**src/rtl/vga_timing_gen.sv**
```systemverilog
// VGA pixel-timing generator: position counters, sync/blank decode and
// line/frame/update strobes, all registered and aligned to the same pixel.
module vga_timing_gen #(
  parameter int   H_ACTIVE = 640,
  parameter int   H_FP     = 16,
  parameter int   H_SYNC   = 96,
  parameter int   H_BP     = 48,
  parameter int   V_ACTIVE = 480,
  parameter int   V_FP     = 10,
  parameter int   V_SYNC   = 2,
  parameter int   V_BP     = 33,
  parameter logic HS_POL   = 1'b0,
  parameter logic VS_POL   = 1'b0
) (
  input  logic        CLK,
  input  logic        RST,
  input  logic        CE,
  output logic        HS,
  output logic        VS,
  output logic [10:0] x,
  output logic [9:0]  y,
  output logic        blank,
  output logic        LINE,
  output logic        FRAME,
  output logic        UPD
);

  localparam int H_TOTAL = H_ACTIVE + H_FP + H_SYNC + H_BP;
  localparam int V_TOTAL = V_ACTIVE + V_FP + V_SYNC + V_BP;

  generate
    if (H_TOTAL > 2048) begin : g_h_too_big
      $error("vga_timing_gen: H_TOTAL %0d exceeds the 11-bit x counter", H_TOTAL);
    end
    if (V_TOTAL > 1024) begin : g_v_too_big
      $error("vga_timing_gen: V_TOTAL %0d exceeds the 10-bit y counter", V_TOTAL);
    end
  endgenerate

  localparam logic [10:0] H_LAST = 11'(H_TOTAL - 1);
  localparam logic [9:0]  V_LAST = 10'(V_TOTAL - 1);

  // Decode bounds carry one spare bit so an edge equal to the full total
  // (e.g. zero back porch at 2048) cannot wrap to zero.
  localparam logic [11:0] H_ACT_END = 12'(H_ACTIVE);
  localparam logic [11:0] HS_BEGIN  = 12'(H_ACTIVE + H_FP);
  localparam logic [11:0] HS_END    = 12'(H_ACTIVE + H_FP + H_SYNC);
  localparam logic [10:0] V_ACT_END = 11'(V_ACTIVE);
  localparam logic [10:0] VS_BEGIN  = 11'(V_ACTIVE + V_FP);
  localparam logic [10:0] VS_END    = 11'(V_ACTIVE + V_FP + V_SYNC);

  logic [10:0] x_nxt;
  logic [9:0]  y_nxt;
  logic        hs_nxt, vs_nxt, blank_nxt;
  logic        line_nxt, frame_nxt, upd_nxt;

  // Everything is decoded from the next position so the registered outputs
  // describe the same pixel as the registered x/y.
  always_comb begin
    // NOTE: every always_comb output gets a default first so no path can infer a latch.
    x_nxt = x + 11'd1;
    y_nxt = y;
    if (x == H_LAST) begin
      x_nxt = '0;
      y_nxt = (y == V_LAST) ? '0 : y + 10'd1;
    end

    hs_nxt    = (({1'b0, x_nxt} >= HS_BEGIN) && ({1'b0, x_nxt} < HS_END)) ? HS_POL : ~HS_POL;
    vs_nxt    = (({1'b0, y_nxt} >= VS_BEGIN) && ({1'b0, y_nxt} < VS_END)) ? VS_POL : ~VS_POL;
    blank_nxt = ({1'b0, x_nxt} >= H_ACT_END) || ({1'b0, y_nxt} >= V_ACT_END);

    line_nxt  = (x_nxt == '0);
    frame_nxt = line_nxt && (y_nxt == '0);
    upd_nxt   = line_nxt && ({1'b0, y_nxt} == V_ACT_END);
  end

  always_ff @(posedge CLK) begin
    // NOTE: state registers use non-blocking assignments so every flop samples pre-edge values.
    if (RST) begin
      x     <= '0;
      y     <= '0;
      HS    <= ~HS_POL;
      VS    <= ~VS_POL;
      blank <= 1'b0;
      LINE  <= 1'b0;
      FRAME <= 1'b0;
      UPD   <= 1'b0;
    end else if (CE) begin
      x     <= x_nxt;
      y     <= y_nxt;
      HS    <= hs_nxt;
      VS    <= vs_nxt;
      blank <= blank_nxt;
      LINE  <= line_nxt;
      FRAME <= frame_nxt;
      UPD   <= upd_nxt;
    end else begin
      // Position and decode hold; strobes only mark a freshly entered pixel.
      LINE  <= 1'b0;
      FRAME <= 1'b0;
      UPD   <= 1'b0;
    end
  end

endmodule
```
**config.mk**
```make
export PLATFORM = sky130hd
export DESIGN_NAME = vga_timing_gen
export DESIGN_NICKNAME = d
export VERILOG_FILES = /design/src/rtl/vga_timing_gen.sv
export SDC_FILE = /design/constraint.sdc
export NUM_CORES = 1
export LEC_CHECK = 0
export CAP_MARGIN = 10
export CORE_AREA = 2 2 64 78
export CTS_CLUSTER_SIZE = 40
export DETAILED_ROUTE_END_ITERATION = 7
export DIE_AREA = 0 0 66 80
export SETUP_SLACK_MARGIN = 0.4
export SLEW_MARGIN = 20
export SYNTH_ARGS = -nofsm -noshare
export SYNTH_HDL_FRONTEND = slang
export SYNTH_SLANG_ARGS = --single-unit
export TNS_END_PERCENT = 10
```
**constraint.sdc**
```tcl
create_clock -name CLK -period 5.63 [get_ports CLK]
set_input_delay 0.563 -clock CLK [delete_from_list [all_inputs] [get_ports CLK]]
set_output_delay 0.563 -clock CLK [all_outputs]
set_load 0.02 [all_outputs]
```
==> metrics <==
final period utilization=between 40% and 50%; DR pass1 iterations=4; largest net degree at the start of global routing=27; total CTS buffers=3; Clock Skew=0.00511 ns; min-delay src=blank$_SDFFE_PP0P_; global-route usage over all layers=19.9%; core box area=approximately 0.0045 mm^2; Post-Syn Area=~0.0019 mm^2; Achievable Freq=around 360 MHz; PostCTS Resize Cnt=0; CP startpoint kind=flip-flop; clk sinks=27; number of global-route vias before repair=1695; CTS tree=done; Root Buffer Master=clkbuf_8; critical-path cell list=ha_1 > nand4_2 > nor3_4 > nand2_1 > or4_1 > a21oi_1; Non-Filler Instances=319; Buf/Inv on CP=0; Final #Nets=269; worst setup path category=reg2reg; Final HPWL DP=~3.5 mm; clk buf depth=2; PnR worst setup slack=~2.8 ns; Crit path largest cell delay=0.60 ns; CP max-delay cell=or4_1; I/O pin count=30; Initial DRC Count=164; initial antenna violation count=0; placed cells=315; register area share after synthesis=around 28%; maxcap violations=0; Post-Synth XOR/XNOR Area=6.46%; antenna cells=0; H-tree Lvls=1; WHS=approximately 0.53 ns; Worst path depth=6; Post-Route Utilization=49.0%; grt ovf=0; maximum VDD drop=~96 uV; Die X=66 um; DR DRC count=0; Post-Synth Simple-Gate Area=34.4%; Placed Area=0.00217 mm^2; post-route minimum period=~2.8 ns; TNS Setup=0 ns; crit path max fanout=13; largest family of logic cells by synthesized area=simple AND/OR/NAND/NOR gates; Vias/cell=5.89; Post-Synth Adder-Cell Area=2.64%; Worst slew margin=42.4%; status=finished clean; Unique masters post-synth=59; power density over the cells=151 mW/mm^2; mux cell area share after synthesis=1.58%; DP Worst Slack=2.78 ns; crit path capture type=flip-flop; Setup Buffers After CTS=0; Final setup viols=0; Avg Inst Size Synth=slightly below 8 um^2; worst-margin pin slew=0.861 ns; Routed Wire Length=4.98 mm; syn nets=~250; Synth Area in Compound Gates=about a fifth; Die Y=80 um; RD Place Congestion=0.881; RSZ-0062 raised after global routing=no; clk_lat worst skew=0.28 ns; Worst EP arrival=3.01 ns; r2r startpoint=x[0]$_SDFFE_PP0P_; clock slew at reported path FFs=0.10 ns; area grow syn2layout=16.8%; delay-heaviest family, CP=simple AND/OR/NAND/NOR gates; Leak=0.718 nW; crit path launch=x[0]$_SDFFE_PP0P_; # port buffers=29; total power=0.335 mW; first-pass GRT wire length=8.31 mm; initial core utilization=42.0%; Pins Over Slew Limit=0; class of the most critical hold timing path=reg2reg; worst hold stages=2; Post-synth top flop=dfxtp_1; Post-synth EDFFs=0; #FFs+latches synth=27; remaining antenna violation count=0; YS warnings=0; Total Die Area=0.00528 mm^2; R2R cell count=6; wire per inst=15.6 um; Worst Path Required=5.84 ns; fraction of layout instances using a drive strength above 1=8.43%; async set or reset register ratio after synthesis=0%; total number of vias=1878; cts hold-fix bufs=0; Gate Count Post-Synth=around 250; Final Hold Vio Count=0; row count=27; design area=0.00222 mm^2
## path summary, 6_finish.rpt
kind / end / slack [ns]
setup / recovery: y[4]$_SDFFE_PP0P_ / 2.84
hold / removal: blank$_SDFFE_PP0P_ / 0.53
setup reg to reg: y[4]$_SDFFE_PP0P_ / 2.84
hold reg to reg: blank$_SDFFE_PP0P_ / 0.53
## synthesized netlist by cell type, types with 2 or more instances
master,count,share of area [%]
dfxtp_1,27,28
nand4_1,6,2.0
a31oi_1,5,1.6
nand2_1,15,3.0
xor2_1,5,2.3
nor3b_1,2,0.79
buf_2,5,1.3
a211oi_1,2,0.79
a32oi_1,2,0.92
buf_6,3,1.8
ha_1,4,2.6
nor2_1,29,5.7
a211oi_2,2,1.3
mux2i_1,3,1.6
and4_1,2,0.92
nor3_1,16,4.2
xnor2_1,9,4.2
a21oi_1,15,4.0
o21ai_0,13,3.4
nand3_1,15,4.0
nor4_1,3,0.99
and2_1,5,1.6
and3_1,5,1.6
or3_1,3,0.99
inv_1,7,1.4
clkbuf_1,9,1.8
## where the power goes
| group | switching [mW] | internal (mW) |
|---|---|---|
| clock | 0.0641 | 0.0497 |
| combinational | 0.0140 | 0.0103 |
| sequential | 0.00333 | 0.193 |
| total | 0.0814 | 0.253 |
## worst min-delay path: cells and delay by family, from the launching register on
kind	cells	cell delay, ns
compound gates	1	0.05
flops	1	0.33
simple gates	1	0.11
## placed cells by master, fill, tap and decap left out, drive strengths merged, types with 5 or more instances in the layout
cell,instances
a21oi,15
a31oi,5
and2,6
and3,5
clkdlybuf4s50,29
dfxtp,27
inv,7
nand2,15
nand3,15
nand4,7
nor2,29
nor3,17
nor4,5
o21ai,14
xnor2,9
xor2,5
## registers in the layout, indices dropped and copies added (netlist names)
register	cells
x	11
y	10
FRAME	1
HS	1
LINE	1
UPD	1
VS	1
blank	1
## logic make-up (layout without fill, tap and decap cells)
group	count (synthesis)	in the layout
compound gates	56	56
xor+xnor	14	14
fa+ha+maj	4	4
buf+inv	25	41
flops	27	27
mux	3	3
simple gates	116	116
## layer usage
| metal | GRT usage, % | routed length, um | up-vias |
|---|---|---|---|
| met5 | 0 | 0 | - |
| met4 | 5.51 | 51 | 0 |
| met3 | 2.26 | 177 | 5 |
| met2 | 35.1 | 2480 | 53 |
| met1 | 25.4 | 2280 | 886 |
| li1 | - | - | 934 |
## cell type report
type                            count  area [um^2]
Sequential cell                    27          541
Timing Repair Buffer               30          298
Clock inverter                      1         5.00
Tap cell                           58         72.6
Fill cell                         470         2310
Multi-Input combinational cell    193         1230
Clock buffer                        3         41.3
Inverter                            7         26.3
(Power assumes the default switching activity.)
